$ cat src/rtl/if_prefetch_queue.sv
// Instruction-fetch prefetch queue: owns the fetch PC, issues one word
// request at a time to instruction memory, buffers returned words with their
// PC+4 in a small FIFO and presents the head to decode.
// Optional build macro IFQ_BYPASS_EN: forwards an ack straight to the
// outputs when the FIFO is empty (zero-cycle latency).
module if_prefetch_queue #(
    parameter int DEPTH       = 4,
    parameter int ENTRY_WIDTH = 32
) (
    input  logic                   clk,
    input  logic                   INT,
    input  logic [31:0]            entryPoint,
    input  logic                   redirect,
    input  logic [31:0]            redirectPC,
    output logic                   imemReq,
    output logic [31:0]            imemAddr,
    input  logic                   imemAck,
    input  logic [ENTRY_WIDTH-1:0] imemData,
    output logic                   insValid,
    output logic [ENTRY_WIDTH-1:0] ins,
    output logic [31:0]            PCp4,
    input  logic                   insReady
);

    localparam int PW = (DEPTH > 1) ? $clog2(DEPTH) : 1;
    localparam logic [PW:0] DEPTH_CNT = DEPTH[PW:0];

    typedef enum logic [1:0] {IDLE, BUSY, SQUASH} reqState_t;

    reqState_t               reqState;
    logic [31:0]             fetchPC;
    logic [ENTRY_WIDTH-1:0]  memIns [DEPTH];
    logic [31:0]             memPc  [DEPTH];
    logic [PW-1:0]           rdPtr, wrPtr, rdPtrNext;
    logic [PW:0]             count, countAfterPop, countNext;
    logic                    insValidQ;
    logic [ENTRY_WIDTH-1:0]  insQ, headIns;
    logic [31:0]             pcp4Q, headPc, pushPc;
    logic                    ackTaken, push, pop, bypassHit;
    logic                    unusedLowBits;

    assign unusedLowBits = ^{entryPoint[1:0], redirectPC[1:0]};

`ifdef IFQ_BYPASS_EN
    assign bypassHit = ackTaken && !redirect && !INT && (count == '0);
    assign insValid  = insValidQ | bypassHit;
    assign ins       = bypassHit ? imemData : insQ;
    assign PCp4      = bypassHit ? pushPc   : pcp4Q;
`else
    assign bypassHit = 1'b0;
    assign insValid  = insValidQ;
    assign ins       = insQ;
    assign PCp4      = pcp4Q;
`endif

    // Next-state FIFO bookkeeping and the next registered head entry
    always_comb begin
        ackTaken      = imemAck && (reqState == BUSY);
        pushPc        = imemAddr + 32'd4;
        pop           = insValidQ && insReady && !redirect;
        push          = ackTaken && !redirect && !(bypassHit && insReady);
        countAfterPop = count - {{PW{1'b0}}, pop};
        countNext     = redirect ? '0 : countAfterPop + {{PW{1'b0}}, push};
        rdPtrNext     = redirect ? '0 : rdPtr + PW'(pop);
        // A push into a queue that drains to empty becomes the head directly
        if (countAfterPop == '0) begin
            headIns = imemData;
            headPc  = pushPc;
        end else begin
            headIns = memIns[rdPtrNext];
            headPc  = memPc[rdPtrNext];
        end
    end

    // Request FSM: issue, hold until ack, squash on redirect; owns fetchPC
    always_ff @(posedge clk) begin
        if (INT) begin
            reqState <= IDLE;
            imemReq  <= 1'b0;
            imemAddr <= '0;
            fetchPC  <= {entryPoint[31:2], 2'b00};
        end else begin
            if (redirect) fetchPC <= {redirectPC[31:2], 2'b00};
            case (reqState)
                IDLE: begin
                    if (!redirect && (count < DEPTH_CNT)) begin
                        reqState <= BUSY;
                        imemReq  <= 1'b1;
                        imemAddr <= fetchPC;
                    end
                end
                BUSY: begin
                    if (imemAck) begin
                        reqState <= IDLE;
                        imemReq  <= 1'b0;
                        if (!redirect) fetchPC <= pushPc;
                    end else if (redirect) begin
                        reqState <= SQUASH;
                    end
                end
                SQUASH: begin
                    if (imemAck) begin
                        reqState <= IDLE;
                        imemReq  <= 1'b0;
                    end
                end
                default: begin
                    reqState <= IDLE;
                    imemReq  <= 1'b0;
                end
            endcase
        end
    end

    // FIFO storage write port
    always_ff @(posedge clk) begin
        if (!INT && push) begin
            memIns[wrPtr] <= imemData;
            memPc[wrPtr]  <= pushPc;
        end
    end

    // FIFO pointers, occupancy and registered head outputs
    always_ff @(posedge clk) begin
        if (INT) begin
            count     <= '0;
            rdPtr     <= '0;
            wrPtr     <= '0;
            insValidQ <= 1'b0;
            insQ      <= '0;
            pcp4Q     <= '0;
        end else begin
            count     <= countNext;
            rdPtr     <= rdPtrNext;
            wrPtr     <= redirect ? '0 : wrPtr + PW'(push);
            insValidQ <= (countNext != '0);
            if (countNext != '0) begin
                insQ  <= headIns;
                pcp4Q <= headPc;
            end
        end
    end

endmodule

$ cat config.mk
export PLATFORM = sky130hd
export DESIGN_NAME = if_prefetch_queue
export DESIGN_NICKNAME = d
export VERILOG_FILES = /design/src/rtl/if_prefetch_queue.sv
export SDC_FILE = /design/constraint.sdc
export NUM_CORES = 1
export LEC_CHECK = 0
export BUFFER_PORTS_ARGS = -buffer_cell sky130_fd_sc_hd__buf_2
export CAP_MARGIN = 20
export CORE_MARGIN = 1
export CORE_UTILIZATION = 43
export CTS_CLUSTER_SIZE = 40
export DETAILED_ROUTE_END_ITERATION = 12
export SYNTH_ARGS = -nofsm -noshare
export SYNTH_HDL_FRONTEND = slang
export SYNTH_SLANG_ARGS = --single-unit
$ cat constraint.sdc
create_clock -name clk -period 16.9 [get_ports clk]
set_input_delay 3.38 -clock clk [delete_from_list [all_inputs] [get_ports clk]]
set_output_delay 3.38 -clock clk [all_outputs]
set_load 0.01 [all_outputs]
After elaboration in Yosys (flattened, before gate mapping)

Memory sizes are Yosys's and may differ from the RTL's.
Index checks and enable logic that the tools add are counted.

Register bits: 139
Latch bits: 0
Bits in writable memories: 256
Bits in read-only memories: 0
Input port bits: 101
Output and inout bits: 98
Word-level logic and storage cells: 60
Memories: 2

Memory list:

| memory | words | width | rd ports | clocked after memory_dff | wr ports | RTL line | RTL |
|---|---|---|---|---|---|---|---|
| memIns | 4     | 32    | 1        | 0                        | 1        | 32       | `logic [ENTRY_WIDTH-1:0] memIns [DEPTH];` |
| memPc  | 4     | 32    | 1        | 0                        | 1        | 33       | `logic [31:0] memPc [DEPTH];` |

$add $sub $neg: 5
Multiply operators: 0
Divide/modulo/power cells: 0
$lt $le $gt $ge: 1
Equal/unequal tests: 6
Shift operators: 0
Mux-type cells: 19
Bitwise logic cells: 0
Reductions and logical operators: 16

Operators by type and width:

| operator                                             | number |
|---|---|
| two-way mux 32 bit                                   | 7 |
| adder 32 x 3 -> 32 bit (second input constant)       | 1 |
| two-way mux 2 bit                                    | 5 |
| logical AND 1 bit                                    | 6 |
| one-hot mux 2 bit (3 select lines)                   | 1 |
| adder 2 x 1 -> 2 bit                                 | 2 |
| two-way mux 1 bit                                    | 4 |
| != test 2 bit (second input constant)                | 2 |
| AND reduction 2 bit                                  | 2 |
| OR reduction 2 bit                                   | 2 |
| adder 3 x 1 -> 3 bit                                 | 1 |
| logical NOT 3 bit                                    | 1 |
| less-than comparator 3 bit (second input constant)   | 1 |
| two-way mux 3 bit                                    | 1 |
| != test 3 bit (second input constant)                | 1 |
| AND reduction 3 bit                                  | 1 |
| nonzero test 3 bit                                   | 1 |
| subtractor 3 x 1 -> 3 bit                            | 1 |
| equality test 2 x 1 -> 1 bit (second input constant) | 1 |
| equality test 2 bit (second input constant)          | 1 |
| logical NOT 1 bit                                    | 2 |
| logical NOT 2 bit                                    | 1 |
| != test 2 x 1 -> 1 bit (second input constant)       | 1 |
| one-hot mux 1 bit (2 select lines)                   | 1 |

Logic depth before layout (Yosys ltp)

Word-level depth: 6
Gate-level depth with buffers: 15
Mapped depth without buffers: 12

Worst setup path before layout

No wires, ideal clock.

Kind: input port to flip-flop
From: input redirect
To: memory memIns[1][0], enable pin
Setup time: 0.578 ns
Data arrival time: 8.681 ns
Data required time: 16.322 ns
Slack: 7.641 ns
Stages: 6
Buffers on the path: 1
Cells stage by stage: clkbuf_1 nor2b_1 nand2_1 inv_1 nand2_1 nor3b_1

Cells in the longest elaborated chain, start to end: 5

Ends and longest elaborated chain:

| what                                    | RTL line | RTL |
|---|---|---|
| start: declaration                      | 13       | `input logic redirect,` |
| logical NOT 1 bit                       | -        |  |
| logical AND 1 bit                       | 61       | `push = ackTaken && !redirect && !(bypassHit && insReady);` |
| logical AND 1 bit                       | 117      | `if (!INT && push) begin` |
| two-way mux 1 bit                       | 117      |  |
| two-way mux 1 bit (implied by the code) | 118      | `memIns[wrPtr] <= imemData;` |
| end: declaration                        | 32       |  |

Every way passes these cells.

Worst setup path after layout

From: input redirect
To: register insQ[14] (netlist: ins[14])

Cells in the longest elaborated chain, start to end: 6
Elaborated cells on any way between the ends: 12
Classes of those cells: add/sub (3); mux (3); reduce/logical (5); memory (1)

Ends and longest elaborated chain:

| what                                                                     | RTL line | RTL |
|---|---|---|
| logical NOT 1 bit                                                        | -        |  |
| logical AND 1 bit                                                        | 60       | `pop = insValidQ && insReady && !redirect;` |
| subtractor 3 x 1 -> 3 bit / adder 2 x 1 -> 2 bit (equally long branches) | 62, 64   |  |
| adder 3 x 1 -> 3 bit / two-way mux 2 bit (equally long branches)         | 63, 64   |  |
| two-way mux 3 bit / memory read (4 x 32 bit) (equally long branches)     | -        |  |
| nonzero test 3 bit / two-way mux 32 bit (equally long branches)          | 137, 66  |  |
| end signal: assignment                                                   | 138      | `insQ <= headIns;` |
| end: declaration                                                         | 37       | `logic [ENTRY_WIDTH-1:0] insQ, headIns;` |

Parallel ways exist; a longest one is shown, timed or not.
A chain may end at the register's enable or synchronous reset.

==> out/metrics.cfg <==
[routing]
detailedRoute.firstPassIterationCount=12
total_via_count_in_the_routed_design=10520
postRouteAntennaNets=0
post-route-drc-count=5
route.detailed.vias_per_inst=5.650
drt-wirelength-per-cell_um=21.53
first_iter_violations=860
wl_um=40080

[die]
core_um2=35830
dieHeight_um=193.3
fp.dieW_um=193.3
floorplan.initialDensity=0.4392
boundary_pin_count=199
rows=69
floorplan_die_area_um2=37360

[run_status]
failed_checks=DRC
run_status=finished with violations

[worst_setup_path]
reg2reg_from=reqState[1]
worst_ep_arrival_time_ns=7.27
endpoint_kind=flop
critical_path_class=in -> reg
critical_path.startpoint=redirect
worst_setup_path_start_kind=input pin
critical_path_peak_fanout=41
crit_path_required_time_ns=17.32

[logic_synthesis]
synthDistinctLibCells=57
seq_area_frac_synth=0.6654
syn_inst=1187
yosys_warnings=0
async_reset_ff_frac=0
post-synth-top-count-cell=sky130_fd_sc_hd__edfxtp_1
synth_enable_flop_cells=256
post_synth.cell_area_avg_um2=13.26
syn_nets=1298
netlist.top_cell.by_area=sky130_fd_sc_hd__edfxtp_1
postSynth.topFlopCell=sky130_fd_sc_hd__edfxtp_1
ys_seq_elements=395
synth_top_area_share=0.4885
synthesis.area_um2=15740
post_synth_main_area_contributors=sky130_fd_sc_hd__edfxtp_1 49%, sky130_fd_sc_hd__dfxtp_1 18%, sky130_fd_sc_hd__mux4_2 8.0%
synth.cells.most_frequent=256 x sky130_fd_sc_hd__edfxtp_1, 147 x sky130_fd_sc_hd__nand2_1, 139 x sky130_fd_sc_hd__dfxtp_1, 118 x sky130_fd_sc_hd__a21oi_1, 60 x sky130_fd_sc_hd__clkbuf_1

[clock_network]
post-cts-setup-buffer-count=0
tritoncts=yes
clk_root_buffer_cell=sky130_fd_sc_hd__clkbuf_16
cts-hold-fix-buffers=0
cts_buffers=42
cts.clk_slew.worst_paths_ns=0.06
clockBufferDepth=3
cts.htree.levels=2
clock_sink_count=395
clock_latency_at_the_later_pin_of_the_worst_skew_pair_ns=0.53
post_cts_resized=0

[timing]
finalHoldViolCount=0
max_freq_ghz=0.1458
fin_worst_hold_slack_ns=0.4489
layout_setup_ws_ns=10.04
worst_slew_pin_slew_ns=1.103
timing.final.crit_period_ns=6.857
finalCritPeriodShare=0.4057
timing_max_transition_violations_final=0
final_report_setup_violation_count=0
final.setup_skew_ns=0.01247
finalSetupTns_ns=0
rsz0062_at_grt=false
maxSlewHeadroom=0.2633

[layout]
multi_input_comb_area_um2=4851
number_of_fill_cells=3104
regArea_um2=10470
insertedDiodeCount=0
area_delta_synth_final_pct=17.90
drive_above_1_share=0.2527
post_layout_nonfiller_instances=1862
final_nets=1478

[flow_run]
max_cap_viol_count=0

[global_routing]
grt_pass1_wl_um=61580
globalRoute.totalOverflow=0
grt_start_max_net_pins=65
antenna_found_initial=0
grt_use_total=0.2132
grt_pass1_vias=10350

[place]
dp.cells=1784
detailedPlace.worstSlack_ns=9.453
port_buffer_count=194
dp_hpwl_um=24160
rd_place_congestion=0.8429

[worst_hold_path]
worst_min_path_start=fetchPC[0]
hold_class=reg -> reg

[pwr]
powerDensity_nw_per_um2=113.4
p_leak_nw=7.029
largest_voltage_drop_on_the_vdd_net_mv=0.06848

[path summary, 6_finish.rpt]
check           endpoint  slack [ns]  cells after the start
max              ins[14]       10.04                     15
min          imemAddr[0]        0.45                      2
max reg2reg      ins[14]       12.88                     14
min reg2reg  imemAddr[0]        0.45                      2
[critical path, cell delays in order]
cell and delay [ns]:
sky130_fd_sc_hd__buf_2 0.13, sky130_fd_sc_hd__inv_1 0.60, sky130_fd_sc_hd__buf_4 0.30, sky130_fd_sc_hd__and3_1 0.21, sky130_fd_sc_hd__ha_1 0.16, sky130_fd_sc_hd__ha_1 0.25, sky130_fd_sc_hd__inv_1 0.07, sky130_fd_sc_hd__ha_1 0.23
sky130_fd_sc_hd__nor2_1 0.27, sky130_fd_sc_hd__a21o_1 0.17, sky130_fd_sc_hd__buf_4 0.48, sky130_fd_sc_hd__nor3_2 0.22, sky130_fd_sc_hd__buf_4 0.28, sky130_fd_sc_hd__a222oi_1 0.39, sky130_fd_sc_hd__inv_1 0.08
[report_power, final]
group	internal [mW]	switching [mW]
Clock	0.533	0.368
Combinational	0.0463	0.0862
Sequential	1.05	0.0187
Total	1.63	0.473
[state kept, by name (all words and copies together) (netlist names)]
signal,count
imemReq,1
reqState,2
insValid,1
fetchPC,32
PCp4,32
rdPtr,2
ins,32
wrPtr,2
count,3
memPc,128
imemAddr,32
memIns,128
[area by class of cell]
class,instances,area share
flip-flops and latches,395,0.5644
multi-input cells,666,0.2615
clock buffers,61,0.06374
repair buffers,213,0.06003
well taps,461,0.03109
inverters,49,0.009914
clock inverters,17,0.009375
[routing by layer]
layer  GRT usage  vias up  share of wire
met3     0.04167       51          0.082
li1            -     4845              -
met2      0.3325      421           0.46
met1      0.3064     5203           0.44
met5           0        -              0
met4     0.05481        0          0.018
[cells by family (layout without fill, tap and decap cells)]
kind of cell,count (synthesis),in the layout,share of synthesized area
simple gates,291,291,0.08580
flops,395,395,0.6654
mux,60,60,0.08270
xor+xnor,29,29,0.01702
fa+ha+maj,10,10,0.007952
compound gates,276,276,0.1097
buf+inv,126,340,0.03149
[through the flow]
step / instance area (µm²) / util / total power [mW]
after floorplan: 15740 / - / 1.160
after global placement: 17200 / 0.4799 / 1.220
after detailed placement: 17200 / 0.4799 / 1.223
after CTS: 18550 / 0.5178 / 2.118
after global routing: 18550 / 0.5178 / 2.175
final: 18550 / 0.5178 / 2.104
[cell usage in the layout, fill, tap and decap left out, types with 8 or more instances in the layout]
cell type                   synthesis  layout
sky130_fd_sc_hd__inv_1             47      47
sky130_fd_sc_hd__nand3_1           15      14
sky130_fd_sc_hd__dfxtp_1          139     139
sky130_fd_sc_hd__clkbuf_1          60      13
sky130_fd_sc_hd__a22o_1            10      10
sky130_fd_sc_hd__nor2_1            46      43
sky130_fd_sc_hd__buf_4              2      19
sky130_fd_sc_hd__mux4_2            56      56
sky130_fd_sc_hd__a211oi_1           8       8
sky130_fd_sc_hd__xnor2_1           15      14
sky130_fd_sc_hd__o21ai_0           58      58
sky130_fd_sc_hd__nand2_1          147     146
sky130_fd_sc_hd__nor3_1            16      13
sky130_fd_sc_hd__buf_2             12     194
sky130_fd_sc_hd__clkbuf_16          0      42
sky130_fd_sc_hd__nand4_1           11      11
sky130_fd_sc_hd__a31oi_1            8       8
sky130_fd_sc_hd__and3_1            20      19
sky130_fd_sc_hd__a222oi_1          17      17
sky130_fd_sc_hd__a21oi_1          118     117
sky130_fd_sc_hd__edfxtp_1         256     256
sky130_fd_sc_hd__xor2_1            13      12
sky130_fd_sc_hd__ha_1              10      10
No activity file was read; power rests on OpenSTA's default activity.
